$ cat src/rtl/led_pattern_sequencer.sv
// LED pattern sequencer for the icestick: step-tick prescaler, debounced mode button,
// mode FSM driving rotate/bounce/blink/off on D1-D4 and a heartbeat on D5.
module led_pattern_sequencer #(
  parameter int DIV_W     = 24,
  parameter int DIV       = 12000000,
  parameter int DB_W      = 17,
  parameter int DB_CYCLES = 120000
) (
  input  logic       clk,
  input  logic       rst_n,
  input  logic       btn,
  input  logic       enable,
  output logic [3:0] led,
  output logic       led_center,
  output logic [1:0] mode,
  output logic       tick
);

  typedef enum logic [1:0] {
    MODE_OFF    = 2'd0,
    MODE_ROTATE = 2'd1,
    MODE_BOUNCE = 2'd2,
    MODE_BLINK  = 2'd3
  } mode_e;

  localparam logic [DIV_W-1:0] DIV_LAST = DIV_W'(DIV - 1);
  localparam logic [DB_W-1:0]  DB_LAST  = DB_W'(DB_CYCLES - 1);

  logic [DIV_W-1:0] r_cnt;
  logic             r_tick;
  logic             r_sync1, r_sync2;
  logic             r_db;
  logic [DB_W-1:0]  r_db_cnt;
  logic             r_mode_adv;
  mode_e            r_mode;
  logic [3:0]       r_led;
  logic             r_center;
  logic             r_dir_up;

  logic             w_tick;
  logic             w_db_diff;
  logic             w_db_accept;
  mode_e            w_mode_nxt;
  logic [3:0]       w_led_nxt;
  logic             w_center_nxt;
  logic             w_dir_nxt;

  // ---------------------------------------------------------------- prescaler
  assign w_tick = enable && (r_cnt == DIV_LAST);

  // NOTE: sequential state uses non-blocking (<=) so every flop samples pre-edge values.
  always_ff @(posedge clk or negedge rst_n) begin
    if (!rst_n) begin
      r_cnt  <= '0;
      r_tick <= 1'b0;
    end else begin
      r_tick <= w_tick;
      if (r_mode_adv)
        r_cnt <= '0;
      else if (enable)
        r_cnt <= w_tick ? '0 : r_cnt + 1'b1;
    end
  end

  // ---------------------------------------------------------------- button
  assign w_db_diff   = (r_sync2 != r_db);
  assign w_db_accept = w_db_diff && (r_db_cnt == DB_LAST);

  always_ff @(posedge clk or negedge rst_n) begin
    if (!rst_n) begin
      r_sync1    <= 1'b0;
      r_sync2    <= 1'b0;
      r_db       <= 1'b0;
      r_db_cnt   <= '0;
      r_mode_adv <= 1'b0;
    end else begin
      r_sync1    <= btn;
      r_sync2    <= r_sync1;
      r_mode_adv <= w_db_accept && r_sync2;
      if (w_db_accept)
        r_db <= r_sync2;
      if (!w_db_diff || w_db_accept)
        r_db_cnt <= '0;
      else
        r_db_cnt <= r_db_cnt + 1'b1;
    end
  end

  // ---------------------------------------------------------------- mode FSM
  always_ff @(posedge clk or negedge rst_n) begin
    if (!rst_n) begin
      r_mode   <= MODE_ROTATE;
      r_led    <= 4'b0001;
      r_center <= 1'b0;
      r_dir_up <= 1'b1;
    end else begin
      r_mode   <= w_mode_nxt;
      r_led    <= w_led_nxt;
      r_center <= w_center_nxt;
      r_dir_up <= w_dir_nxt;
    end
  end

  always_comb begin
    w_mode_nxt = r_mode;
    if (r_mode_adv) begin
      case (r_mode)
        MODE_ROTATE: w_mode_nxt = MODE_BOUNCE;
        MODE_BOUNCE: w_mode_nxt = MODE_BLINK;
        MODE_BLINK:  w_mode_nxt = MODE_OFF;
        MODE_OFF:    w_mode_nxt = MODE_ROTATE;
      endcase
    end
  end

  // A mode change outranks a coincident tick: the pattern restarts from its entry value.
  // NOTE: every always_comb output gets a default first so no latch is inferred.
  always_comb begin
    w_led_nxt    = r_led;
    w_center_nxt = r_center;
    w_dir_nxt    = r_dir_up;
    if (r_mode_adv) begin
      w_center_nxt = 1'b0;
      w_dir_nxt    = 1'b1;
      case (w_mode_nxt)
        MODE_ROTATE: w_led_nxt = 4'b0001;
        MODE_BOUNCE: w_led_nxt = 4'b0001;
        MODE_BLINK:  w_led_nxt = 4'b1111;
        MODE_OFF:    w_led_nxt = 4'b0000;
      endcase
    end else if (w_tick) begin
      w_center_nxt = ~r_center;
      case (r_mode)
        MODE_ROTATE: w_led_nxt = {r_led[2:0], r_led[3]};
        MODE_BOUNCE: begin
          if (r_dir_up) begin
            if (r_led[3]) begin
              w_led_nxt = r_led >> 1;
              w_dir_nxt = 1'b0;
            end else begin
              w_led_nxt = r_led << 1;
            end
          end else begin
            if (r_led[0]) begin
              w_led_nxt = r_led << 1;
              w_dir_nxt = 1'b1;
            end else begin
              w_led_nxt = r_led >> 1;
            end
          end
        end
        MODE_BLINK:  w_led_nxt = ~r_led;
        MODE_OFF: begin
          w_led_nxt    = 4'b0000;
          w_center_nxt = 1'b0;
        end
      endcase
    end
  end

  assign led        = r_led;
  assign led_center = r_center;
  assign mode       = r_mode;
  assign tick       = r_tick;

endmodule

$ cat config.mk
export PLATFORM = sky130hd
export DESIGN_NAME = led_pattern_sequencer
export DESIGN_NICKNAME = d
export VERILOG_FILES = /design/src/rtl/led_pattern_sequencer.sv
export SDC_FILE = /design/constraint.sdc
export NUM_CORES = 1
export LEC_CHECK = 0
export CORE_MARGIN = 1
export CORE_UTILIZATION = 30
export CTS_BUF_LIST = sky130_fd_sc_hd__clkbuf_2 sky130_fd_sc_hd__clkbuf_4 sky130_fd_sc_hd__clkbuf_8
export DETAILED_ROUTE_END_ITERATION = 10
export PLACE_DENSITY_LB_ADDON = 0.08
export SETUP_SLACK_MARGIN = 0.4
export SLEW_MARGIN = 20
export SYNTH_ARGS = -nofsm -noshare
export SYNTH_HDL_FRONTEND = slang
export SYNTH_SLANG_ARGS = --single-unit
$ cat constraint.sdc
create_clock -name clk -period 2.8 [get_ports clk]
set_input_delay 0.28 -clock clk [delete_from_list [all_inputs] [get_ports clk]]
set_output_delay 0.28 -clock clk [all_outputs]
set_load 0.03 [all_outputs]
==> metrics.md <==
| Metric | Value |
|---|---|
| Status | `finished clean` |
| CTS H-tree depth | `2` |
| Hold Path Class | `register to register` |
| MaxCap Viol Count | `0` |
| Post-synthesis sequential area ratio | `about half` |
| Number of buffers created by CTS | `5` |
| Final core utilization | `between 30% and 40%` |
| Filler cells | `927` |
| Setup violators final | `0` |
| Period minus WS final | `2110 ps` |
| TNS Setup | `0 ps` |
| Die area | `a little under 10000 sq um` |
| Hold Fails Final Rpt | `0` |
| Min-Delay Startpoint | `r_sync1` |
| Die H | `slightly below 100 um` |
| Ys async rst share | `100%` |
| TritonCTS Sinks | `54` |
| DPL Wire Length | `4180 um` |
| Synthesized cell area | `roughly 2800 sq um` |
| Dpl ws | `roughly 690 ps` |
| Worst-margin pin slew | `roughly 650 ps` |
| Final WS setup | `between 600 and 700 ps` |
| Achievable frequency | `474 MHz` |
| Arr. time, crit path | `~2300 ps` |
| Worst Setup SP | `r_cnt[8]` |
| Cells on worst reg2reg path | `6` |
| Hold buffer count at CTS | `1` |
| # IOs | `12` |
| Post-cts resize count | `0` |
| Most frequent cell after synthesis | `dfrtp_1` |
| Routed Antenna Nets | `0` |
| Crit path max fanout | `14` |
| #FFs+latches synth | `54` |
| Area growth syn-to-layout | `12.5%` |
| Mapped Nets | `around 310` |
| CTS clk-pin slew, worst paths | `100 ps` |
| First-pass GRT wire length | `approximately 11000 um` |
| WL per Instance | `about 14 um` |
| Yosys cell types | `45` |
| Yosys Warn Count | `0` |
| Number of flops mapped to enable cells by yosys | `0` |
| Crit share post-route | `approximately three quarters` |
| Worst Hold Depth | `0` |
| Max rail drop VDD | `about 0.19 mV` |
| Crit. End Element | `register` |
| Post-synth top area share | `a little under half` |
| Post-Route WL | `slightly above 6000 um` |
| Share of layout cells above drive strength 1 | `roughly 8%` |
| Crit Path Class | `register to register` |
| Top cells by area, synth | `dfrtp_1, nor2_1, xor2_1, xnor2_1, nand3_1` |
| Setup Buffers After CTS | `0` |
| Critical Path RT | `2990 ps` |
| DRC violations left | `0` |
| Initial antenna violation count | `0` |
| Total GRT Usage | `13.6%` |
| Dominant cell type by area after synthesis | `dfrtp_1` |
| RSZ-0062 raised after global routing | `no` |
| Final Power | `roughly 0.0015 W` |
| Starting Density | `a little under a third` |
| Final nets | `about 320` |
| Cells after synthesis | `roughly 300` |
| Root Driver | `clkbuf_8` |
| Dpl cells | `about 410` |
| DR pass1 iterations | `4` |
| Synth top cells by count | `dfrtp_1, nor2_1, nand2_1, xor2_1, nand3_1` |
| Core box area | `between 8000 and 9000 sq um` |
| Vias in the first global route | `2147` |
| Setup skew after layout | `approximately 3.9 ps` |
| Gr ovfl total | `0` |
| Initial DRC Count | `just under 90` |
| Post-synthesis average cell area | `between 9 and 10 sq um` |
| Routability cong. | `~0.75` |
| Skew-Pair Late Insertion Delay | `~300 ps` |
| Worst setup SP type | `register` |
| Worst r2r src | `r_cnt[8]` |
| Routed vias | `approximately 2100` |
| Max Root-Sink Buffers | `2` |
| Antenna Cells | `0` |
| Pwr Density | `between 400 and 500 nW/um^2` |
| Placement Rows | `34` |
| Buffers on Ports | `11` |
| Die Wd | `98.9 um` |
| Max-slew violations | `0` |
| Static Leak | `1.34 nW` |
| Non-filler cells, final | `420` |
| Most common flop cell mapped by yosys | `dfrtp_1` |
| Slew HR | `~56%` |
| Pin count of the biggest net entering global routing | `34` |
| CTS tree | `done` |
| Via/cell ratio | `5.07` |
-- layout by cell type (no fill, tap or decap), drive strengths merged, types with 3 or more instances in the layout --
master / count
nand4: 12
dfstp: 3
a21oi: 15
nor2: 47
nor3: 7
nand2b: 5
mux2: 3
ha: 6
and2: 4
nand3b: 3
nand2: 21
xor2: 19
inv: 11
clkbuf: 6
and3: 7
o21ai: 8
buf: 7
nand4b: 4
dfrtp: 51
clkdlybuf4s50: 10
xnor2: 15
nor4: 5
nand3: 17
-- cells by family (layout without fill, tap and decap cells) --
kind of cell | Yosys count | in the layout | synth area share, %
AO/OA/AOI/OAI | 37 | 37 | 7.87
XOR/XNOR | 34 | 34 | 10.6
adder cells (fa/ha/maj) | 6 | 6 | 2.67
buffers and inverters | 22 | 37 | 3.25
flip-flops | 54 | 54 | 48.2
multiplexers | 3 | 3 | 1.20
AND/OR/NAND/NOR | 141 | 141 | 26.3
-- report_power, final --
| group | leakage [nW] | internal, W | total, W | switching (W) |
|---|---|---|---|---|
| Combinational | 0.594 | 0.0000528 | 0.000119 | 0.0000666 |
| Clock | 0.0472 | 0.000200 | 0.000456 | 0.000257 |
| Sequential | 0.702 | 0.000828 | 0.000882 | 0.0000544 |
-- final timing paths --
path                            endpoint  slack [ps]
worst max-delay path            r_cnt[4]         690
worst min-delay path             r_sync2         360
worst max register to register  r_cnt[4]         690
worst min register to register   r_sync2         360
max in group asynchronous        mode[0]        1680
min in group asynchronous           tick         490
-- final cells by class --
type	instances	area [sq um]	area share [%]
multi-input combinational	221	1370	43.2
sequential	54	1360	42.8
timing repair buffer	18	173	5.45
tap	108	135	4.27
clock buffer	6	82.6	2.61
inverter	11	41.3	1.30
clock inverter	2	12.5	0.395
-- registers in the layout, summed over array words and instances, names as in the netlist --
register,cells
r_sync1,1
r_db_cnt,17
r_mode_adv,1
r_dir_up,1
mode,2
led,4
r_db,1
led_center,1
r_cnt,24
tick,1
r_sync2,1
-- per-stage QoR --
step | hold slack (ps) | instance area (sq um)
floorplan | -15.6 | 2810
global placement | 301 | 3060
detailed placement | 304 | 3060
CTS | 361 | 3170
global route | 380 | 3170
finish | 356 | 3170
-- worst max-delay path, stage by stage (launching register included) --
cell and delay [ps]:
dfrtp_1 470, or4_4 570, nor4_4 290, nand2_4 130
nand2b_1 210, buf_4 250, nor2_1 70
-- layer usage --
layer  share of wire (%)  vias up  GRT usage (%)  wire (um)
li1                    -     1055              -          -
met1                  48     1035           18.2       2920
met2                  48       35           22.4       2890
met3                 2.7        4           2.20        163
met4                 1.2        0           4.48         71
met5                   0        -              0          0
Power figures use the tool's default switching activity.
==> edit (config.mk and constraints unchanged) <==
Remove the register `r_tick`: a continuous assignment takes its place, so the output `tick` follows one clock earlier.
--- a/src/rtl/led_pattern_sequencer.sv
+++ b/src/rtl/led_pattern_sequencer.sv
@@ -53,7 +53,5 @@
     if (!rst_n) begin
       r_cnt  <= '0;
-      r_tick <= 1'b0;
     end else begin
-      r_tick <= w_tick;
       if (r_mode_adv)
         r_cnt <= '0;
@@ -62,4 +60,6 @@
     end
   end
+
+  assign r_tick = w_tick;
 
   // ---------------------------------------------------------------- button
Check against the original RTL: no difference found for any inputs over 10 cycles, from zero or initial values and one cycle with rst_n low; that may be too few to reach the edited logic, so the function may still have changed.
==> edit against the original RTL <==
  * Area after synthesis decreased by 0.89%
  * Clock power increased by 21%
  * Largest cell class unchanged
  * Total power increased by 5.1%
  * Routed wire length decreased by 1.5%
  * Fmax decreased by 6.8%
  * Register-to-register slack improved by 140 ps
  * Setup slack got worse by 150 ps
  * Design area decreased by 0.28%
  * Critical path depth decreased by 1
  * Die area decreased by 0.88%
  * Sequential share of layout area decreased by 0.67 points
  * Sequential cell count decreased by 1
==> edit: results (changes against the original RTL) <==
Commonest cells post-synth 50 x dfrtp_1, 47 x nor2_1, 20 x nand2_1, 19 x xor2_1, 17 x nand3_1 (was 51 x dfrtp_1, 47 x nor2_1, 20 x nand2_1, 19 x xor2_1, 17 x nand3_1); GRT met2 Usage 0.213 (was 0.224); total track usage 0.137 (was 0.136); drt initial violations 88 (was 87); Final Skew 13.3 ps (was 3.86 ps); DPL Wire Length 4060 um (was 4180 um); multi-input combinational area share 0.433 (was 0.432); leakage 1.35 nW (was 1.34 nW); grt met3 use 0.0234 (was 0.0220); Crit path arrival time 1980 ps (was 2300 ps); TritonRoute pass-1 iters 6 (was 4); initial antenna violation count 0 (unchanged); signal buffers share of area 0.0523 (was 0.0545); pin count of the biggest net entering global routing 38 (was 34); syn avg cell area 9.42 um2 (was 9.47 um2); post-synthesis compound-gate area fraction 0.0794 (was 0.0787); met1 GRT Util 0.196 (was 0.182); clock sinks 53 (was 54); Non-CTS buffers 19 (was 18); outcome completed (unchanged); routed len/inst 14.2 um (was 14.4 um); top post-synthesis cells by area dfrtp_1 45%, nor2_1 6.3%, xor2_1 6.0% (was dfrtp_1 45%, nor2_1 6.3%, xor2_1 5.9%); worst vdd ir 0.211 mV (was 0.191 mV); placed inst area 3030 um2 (was 3060 um2); delay-heaviest family, CP simple AND/OR/NAND/NOR gates (unchanged); vias in the first global route 2109 (was 2147); via/cell ratio 4.95 (was 5.07); Layout fillers 928 (was 927); Sw Share 0.257 (was 0.259); sequential area share after synthesis 0.477 (was 0.482); Post-Synth Adder-Cell Area 0.0269 (was 0.0267); relative slew slack 0.559 (was 0.560); global-route wire length before repair 10600 um (was 10700 um); Distinct cells, synth 45 (unchanged); Crit Path Max Fanout 8 (was 14); mux cell area share after synthesis 0.0121 (was 0.0120); syn nets 306 (was 307); Seq area share 0.421 (was 0.428); share of layout cells above drive strength 1 0.0865 (was 0.0801); Placer Congestion 0.783 (was 0.753); Place WS 737 ps (was 688 ps); area share of xor/xnor cells in the synthesized design 0.107 (was 0.106); ClkCell Share 0.0376 (was 0.0300)
## edit: power by group through the flow
stage	clock network, mW	logic (mW)	registers [mW]
global route	0.608	0.137	0.878
CTS	0.581	0.120	0.866
floorplan	0	0.0794	0.869
detailed placement	0	0.117	0.882
finish	0.551	0.116	0.866
global placement	0	0.118	0.880
## edit: routing by layer
metal  share of wire  routed length (um)  up-vias
met5               0                   0        -
met4          0.0072                  43        0
met3           0.020                 121        2
met2            0.47                2800       22
met1            0.50                2980     1001
li1                -                   -     1053
## edit: worst paths after layout
kind | cells after the start | slack [ps] | endpoint | from
setup / recovery | 5 | 540 | tick | r_cnt[8]
hold / removal | 0 | 370 | r_sync2 | r_sync1
setup reg to reg | 6 | 830 | r_cnt[17] | r_cnt[8]
hold reg to reg | 0 | 370 | r_sync2 | r_sync1
max in group asynchronous | 3 | 1520 | r_dir_up | rst_n
min in group asynchronous | 2 | 430 | led[1] | rst_n
